**src/rtl/axis_probe_initiator.sv**
```systemverilog
// axis_probe_initiator
// Host-side initiator for the probe packet protocol. A wide request word is
// serialised into a fixed-length AXI-Stream packet on the master port. The
// reply packet is then collected from the slave port and reassembled into a
// wide response word. The response carries a framing-error flag and a
// timeout flag.
module axis_probe_initiator #(
    parameter int C_DATA_WIDTH      = 128,
    parameter int VIP2DUT_WORDS_NUM = 1,
    parameter int DUT2VIP_WORDS_NUM = 1,
    parameter int TIMEOUT_CYCLES    = 1024
) (
    input  logic                                        s_axis_aclk,
    input  logic                                        s_axis_aresetn,

    input  logic                                        cmd_valid,
    output logic                                        cmd_ready,
    input  logic [C_DATA_WIDTH*VIP2DUT_WORDS_NUM-1:0]   cmd_data,

    output logic                                        m_axis_tvalid,
    input  logic                                        m_axis_tready,
    output logic [C_DATA_WIDTH-1:0]                     m_axis_tdata,
    output logic [C_DATA_WIDTH/8-1:0]                   m_axis_tkeep,
    output logic                                        m_axis_tlast,

    input  logic                                        s_axis_tvalid,
    output logic                                        s_axis_tready,
    input  logic [C_DATA_WIDTH-1:0]                     s_axis_tdata,
    input  logic [C_DATA_WIDTH/8-1:0]                   s_axis_tkeep,
    input  logic                                        s_axis_tlast,

    output logic                                        rsp_valid,
    input  logic                                        rsp_ready,
    output logic [C_DATA_WIDTH*DUT2VIP_WORDS_NUM-1:0]   rsp_data,
    output logic                                        rsp_error,
    output logic                                        rsp_timeout
);

    localparam int KEEP_W    = C_DATA_WIDTH / 8;
    localparam int REQ_W     = C_DATA_WIDTH * VIP2DUT_WORDS_NUM;
    localparam int RSP_W     = C_DATA_WIDTH * DUT2VIP_WORDS_NUM;
    localparam int MAX_WORDS = (VIP2DUT_WORDS_NUM > DUT2VIP_WORDS_NUM) ?
                               VIP2DUT_WORDS_NUM : DUT2VIP_WORDS_NUM;
    localparam int CNT_W     = (MAX_WORDS > 1) ? $clog2(MAX_WORDS) : 1;

    typedef enum logic [2:0] {
        IDLE  = 3'd0,
        SEND  = 3'd1,
        RECV  = 3'd2,
        DRAIN = 3'd3,
        RESP  = 3'd4
    } state_t;

    state_t             state;
    logic [REQ_W-1:0]   cmd_buf;
    logic [CNT_W-1:0]   cnt;
    logic [CNT_W-1:0]   next_cnt;
    logic [31:0]        tmo_cnt;
    logic               s_beat;
    logic               tmo_hit;

    // Select request word idx out of the latched command.
    function automatic logic [C_DATA_WIDTH-1:0] req_word(
        input logic [REQ_W-1:0] buf_in,
        input logic [CNT_W-1:0] idx
    );
        logic [C_DATA_WIDTH-1:0] w;
        w = '0;
        for (int i = 0; i < VIP2DUT_WORDS_NUM; i++) begin
            if (idx == CNT_W'(i)) begin
                w = buf_in[i*C_DATA_WIDTH +: C_DATA_WIDTH];
            end
        end
        return w;
    endfunction

    // Return the response word with slot idx replaced by a new beat.
    function automatic logic [RSP_W-1:0] put_word(
        input logic [RSP_W-1:0]        cur,
        input logic [CNT_W-1:0]        idx,
        input logic [C_DATA_WIDTH-1:0] w
    );
        logic [RSP_W-1:0] r;
        r = cur;
        for (int i = 0; i < DUT2VIP_WORDS_NUM; i++) begin
            if (idx == CNT_W'(i)) begin
                r[i*C_DATA_WIDTH +: C_DATA_WIDTH] = w;
            end
        end
        return r;
    endfunction

    assign next_cnt     = cnt + 1'b1;
    assign s_beat       = s_axis_tvalid & s_axis_tready;
    // The limit is reached when this idle cycle would bring the count to TIMEOUT_CYCLES.
    assign tmo_hit      = (TIMEOUT_CYCLES != 0) &&
                          (tmo_cnt == 32'(TIMEOUT_CYCLES - 1));
    assign m_axis_tkeep = {KEEP_W{m_axis_tvalid}};

    // Transaction FSM: request serialisation, response collection and hand-off.
    always_ff @(posedge s_axis_aclk or negedge s_axis_aresetn) begin
        if (!s_axis_aresetn) begin
            state         <= IDLE;
            cmd_buf       <= '0;
            cnt           <= '0;
            tmo_cnt       <= '0;
            cmd_ready     <= 1'b0;
            m_axis_tvalid <= 1'b0;
            m_axis_tdata  <= '0;
            m_axis_tlast  <= 1'b0;
            s_axis_tready <= 1'b0;
            rsp_valid     <= 1'b0;
            rsp_data      <= '0;
            rsp_error     <= 1'b0;
            rsp_timeout   <= 1'b0;
        end else begin
            case (state)
                IDLE: begin
                    if (cmd_valid && cmd_ready) begin
                        cmd_buf       <= cmd_data;
                        cnt           <= '0;
                        cmd_ready     <= 1'b0;
                        m_axis_tvalid <= 1'b1;
                        m_axis_tdata  <= cmd_data[C_DATA_WIDTH-1:0];
                        m_axis_tlast  <= (VIP2DUT_WORDS_NUM == 1);
                        state         <= SEND;
                    end else begin
                        cmd_ready     <= 1'b1;
                    end
                end

                SEND: begin
                    if (m_axis_tvalid && m_axis_tready) begin
                        if (m_axis_tlast) begin
                            // Request done: open a fresh response window.
                            m_axis_tvalid <= 1'b0;
                            m_axis_tlast  <= 1'b0;
                            m_axis_tdata  <= '0;
                            cnt           <= '0;
                            tmo_cnt       <= '0;
                            rsp_data      <= '0;
                            rsp_error     <= 1'b0;
                            rsp_timeout   <= 1'b0;
                            s_axis_tready <= 1'b1;
                            state         <= RECV;
                        end else begin
                            cnt           <= next_cnt;
                            m_axis_tdata  <= req_word(cmd_buf, next_cnt);
                            m_axis_tlast  <= (next_cnt == CNT_W'(VIP2DUT_WORDS_NUM - 1));
                        end
                    end
                end

                RECV: begin
                    if (s_beat) begin
                        tmo_cnt  <= '0;
                        rsp_data <= put_word(rsp_data, cnt, s_axis_tdata);
                        if (s_axis_tkeep != {KEEP_W{1'b1}}) begin
                            rsp_error <= 1'b1;
                        end
                        if (s_axis_tlast) begin
                            // Early tlast leaves the remaining slots at zero.
                            if (cnt != CNT_W'(DUT2VIP_WORDS_NUM - 1)) begin
                                rsp_error <= 1'b1;
                            end
                            s_axis_tready <= 1'b0;
                            rsp_valid     <= 1'b1;
                            state         <= RESP;
                        end else if (cnt == CNT_W'(DUT2VIP_WORDS_NUM - 1)) begin
                            // Packet overruns the response word: discard the rest.
                            rsp_error <= 1'b1;
                            state     <= DRAIN;
                        end else begin
                            cnt <= next_cnt;
                        end
                    end else if (tmo_hit) begin
                        rsp_timeout   <= 1'b1;
                        s_axis_tready <= 1'b0;
                        rsp_valid     <= 1'b1;
                        state         <= RESP;
                    end else if (TIMEOUT_CYCLES != 0) begin
                        tmo_cnt <= tmo_cnt + 32'd1;
                    end
                end

                DRAIN: begin
                    if (s_beat) begin
                        tmo_cnt <= '0;
                        if (s_axis_tlast) begin
                            s_axis_tready <= 1'b0;
                            rsp_valid     <= 1'b1;
                            state         <= RESP;
                        end
                    end else if (tmo_hit) begin
                        rsp_timeout   <= 1'b1;
                        s_axis_tready <= 1'b0;
                        rsp_valid     <= 1'b1;
                        state         <= RESP;
                    end else if (TIMEOUT_CYCLES != 0) begin
                        tmo_cnt <= tmo_cnt + 32'd1;
                    end
                end

                RESP: begin
                    // Response fields stay put after hand-off until the next RECV entry.
                    if (rsp_ready) begin
                        rsp_valid <= 1'b0;
                        cmd_ready <= 1'b1;
                        state     <= IDLE;
                    end
                end

                default: begin
                    state <= IDLE;
                end
            endcase
        end
    end

endmodule

```
**config.mk**
```make
export PLATFORM = sky130hd
export DESIGN_NAME = axis_probe_initiator
export DESIGN_NICKNAME = d
export VERILOG_FILES = /design/src/rtl/axis_probe_initiator.sv
export SDC_FILE = /design/constraint.sdc
export NUM_CORES = 1
export LEC_CHECK = 0
export BUFFER_PORTS_ARGS = -buffer_cell sky130_fd_sc_hd__buf_2
export CAP_MARGIN = 30
export CORE_AREA = 2 2 216 218
export DETAILED_ROUTE_END_ITERATION = 7
export DIE_AREA = 0 0 218 220
export GPL_TIMING_DRIVEN = 0
export PLACE_DENSITY = 0.73
export SLEW_MARGIN = 20
export SYNTH_ARGS = -nofsm -noshare
export SYNTH_HDL_FRONTEND = slang
export SYNTH_SLANG_ARGS = --single-unit
export TNS_END_PERCENT = 10
```
**constraint.sdc**
```tcl
create_clock -name s_axis_aclk -period 2.53 [get_ports s_axis_aclk]
set_clock_uncertainty 0.1 [all_clocks]
set_input_delay 0.1265 -clock s_axis_aclk [delete_from_list [all_inputs] [get_ports s_axis_aclk]]
set_output_delay 0.1265 -clock s_axis_aclk [all_outputs]
set_load 0.01 [all_outputs]
```
==> results_dict.tcl <==
set metrics [dict create \
    hpwlAfterDp_um 43100 \
    p_sw_uw 11500 \
    port_buffers 557 \
    worstMarginPinSlew_ns 0.812 \
    stdcell_area_mm2 0.0262 \
    ios 558 \
    crit_arrival_ns 2.84 \
    antenna_left 0 \
    drtIter0Drc 1416 \
    cts_max_level 2 \
    worst_slack_ns 0.0843 \
    fill_cells 3687 \
    synth-edff-count 0 \
    max_cap_violations 0 \
    placed_area_mm2 0.0215 \
    power.leakage_uw 0.0124 \
    tritoncts "built" \
    std_cell_rows 79 \
    place_ws_ns -1.06 \
    cpPeakStageDelay_ns 0.41 \
    slew_viol_final 0 \
    dr_total_vias 17300 \
    grt_antenna_before_repair 6 \
    vias_per_cell 5.57 \
    clock.fmax_ghz 0.409 \
    slowest_stage "nor4_4" \
    total_power_uw 30900 \
    grt_max_degree 103 \
    die_w_um 218 \
    async_flop_share_pct 100 \
    peakVddDrop_mv 0.800 \
    ys_seq_area_share_pct 60.0 \
    grt_pass1_wl_um 97400 \
    drc_errors 0 \
    hold_violations 0 \
    dieArea_mm2 0.0480 \
    worst_ep_required_time_ns 2.92 \
    grt_pass1_vias 17500 \
    slew-limit-headroom_pct 45.9 \
    p_seq_share_pct 36.5 \
    syn_area_per_cell_um2 11.2 \
    sw_frac_of_total_pct 37.1 \
    p_int_uw 19400 \
    cp_cell_sequence "clkbuf_1 -> nor4_1 -> nand4_1 -> nor4_4 -> buf_6 -> buf_12 -> o21ai_2 -> a21oi_1" \
    postSynthCellCount 1584 \
    p_clk_share_pct 25.2 \
    clockRootBuffer "clkbuf_16" \
    fin_crit_sh_pct 96.7 \
    criticalPathCategory "reg2reg" \
    synthesis.area_mm2 0.0178 \
    insertion_delay_ns 0.59 \
    ys.flop_type "dfrtp_1" \
    finalSetupViolCount 0 \
    start_util_pct 38.8 \
    hp-class "in2reg" \
    synth_warnings 0 \
    grtUsageTotal_pct 26.0 \
    status "finished clean" \
    place_inst 2752 \
    p_per_area_mw_per_mm2 1180 \
    die_y_um 220 \
    ys_types 62 \
    final_cell_mix "buf_2 (576), dfrtp_1 (426), dlygate4sd3_1 (269)" \
    syn2layout_area_growth_pct 47.0 \
    rsz0062_at_grt "true" \
    layout_commonest_cell "buf_2" \
    post_route_cells_drive_above_1_share_pct 36.7 \
    synth_nets 1864 \
    fin_tns_setup_ns 0 \
    grt_remaining_overflow 0 \
    final_nets 2743 \
    startpoint_type "flip-flop" \
    critPathCaptureType "flip-flop" \
    finalNonFillerCells 3108 \
    clkTransAtPathRegs_ns 0.06 \
    cts_buffer_depth 3 \
    cts.sinks 427 \
    wire_per_inst_um 20.9 \
    drt_first_pass_iters 5 \
    fin_crit_ns 2.45 \
    numCtsBuffers 47 \
    core_mm2 0.0459 \
    place_congestion 0.852 \
    path_max_fanout 10 \
    drt_wl_total_um 64900 \
    synth_seq_cells 427 \
    power_frac_comb_pct 38.3 \
]
## registers in the layout, indices dropped and copies added, names as in the netlist
signal	flops
m_axis_tdata	128
rsp_error	1
m_axis_tlast	1
m_axis_tvalid	1
cmd_buf	128
rsp_valid	1
cmd_ready	1
cnt	1
s_axis_tready	1
tmo_cnt	32
rsp_timeout	1
rsp_data	128
state	3
## what timing repair did
action | in CTS | in global routing
buffers inserted | 2 | 0
hold buffers | 269 | 0
pin swaps | 2 | 1
hold endpoints to repair | 717 | 0
resized for setup | 78 | 80
endpoints found under the setup margin | 373 | 280
## synth_stat cells (2+ instances only)
library cell,n,area share (%)
nor3_1,5,0.14
o21ai_1,4,0.11
and3_1,9,0.32
o211ai_1,10,0.42
or3_2,10,0.42
and2_1,5,0.18
buf_2,9,0.25
buf_1,3,0.063
nand2_1,162,3.4
nor4_1,8,0.28
inv_1,4,0.084
nand3b_1,2,0.084
a21oi_1,18,0.51
and4_1,5,0.25
o21ai_0,17,0.48
clkbuf_1,114,2.4
a21oi_2,4,0.20
or4_1,5,0.21
o21ai_2,3,0.15
or4_2,2,0.098
nand3_1,146,4.1
mux2_2,129,8.2
nor2_1,137,2.9
o21a_1,2,0.084
dfrtp_1,427,60
nand4_1,20,0.70
o41ai_1,3,0.15
nor3b_1,2,0.084
a22o_1,130,6.4
buf_4,16,0.67
nand2b_1,3,0.11
o31ai_1,3,0.13
a22oi_1,2,0.084
a31oi_1,137,4.8
## power groups by stage
stage | clock [uW] | combinational, uW | sequential [uW]
after floorplan | 0 | 5960 | 11600
after global placement | 0 | 10700 | 11100
after detailed placement | 0 | 11100 | 11200
after CTS | 7910 | 11600 | 11100
after global routing | 8170 | 12900 | 11500
final | 7780 | 11800 | 11300
## final cells by class
type	instances	area [um2]	share of cell area, %
flip-flops and latches	427	10700	40.8
multi-input cells	1007	6530	24.9
repair buffers	833	5630	21.5
clock buffers	63	1330	5.06
plain buffers	143	807	3.08
well taps	607	759	2.90
clock inverters	21	438	1.67
inverters	4	15.0	0.0573
diodes	3	7.51	0.0287
## critical path: cells and delay by family (launching register included)
family	cells	cell delay (ns)
and+or+nand+nor	3	1.13
buffers and inverters	3	0.54
DFF	1	0.36
AOI/OAI and AO/OA	2	0.21
## worst paths after layout
| kind | cells after the start | start | slack [ns] | to |
|---|---|---|---|---|
| setup / recovery | 8 | tmo_cnt[10] | 0.08 | tmo_cnt[23] |
| hold / removal | 3 | s_axis_tdata[102] | 0.20 | rsp_data[102] |
| setup reg to reg | 8 | tmo_cnt[10] | 0.08 | tmo_cnt[23] |
| hold reg to reg | 1 | rsp_timeout | 0.39 | rsp_timeout |
| max in group asynchronous | 5 | s_axis_aresetn | 0.40 | m_axis_tdata[94] |
| min in group asynchronous | 3 | s_axis_aresetn | 0.55 | cmd_buf[51] |
## per-layer routing
layer  global-route usage [%]  wire [um]  vias up
met4                     12.0       3050        6
met2                     42.7      31800      883
li1                         -          -     7533
met3                     6.93       5240      261
met5                        0         38        -
met1                     32.1      24800     8625
## logic make-up after synthesis
logic type,after synthesis,synth area share (%)
compound gates,342,14.0
xor+xnor,1,0.0492
fa+ha+maj,1,0.0702
buf+inv,150,3.79
flops,427,60.0
mux,130,8.21
simple gates,533,13.9
## metrics by stage
stage               hold slack, ns  util, %
CTS                          0.161     56.9
floorplan                   -0.269        -
finish                       0.204     57.1
detailed placement          0.0398     46.8
global placement             0.245     46.6
global route                 0.185     57.1
No activity file was read; power rests on OpenSTA's default activity.
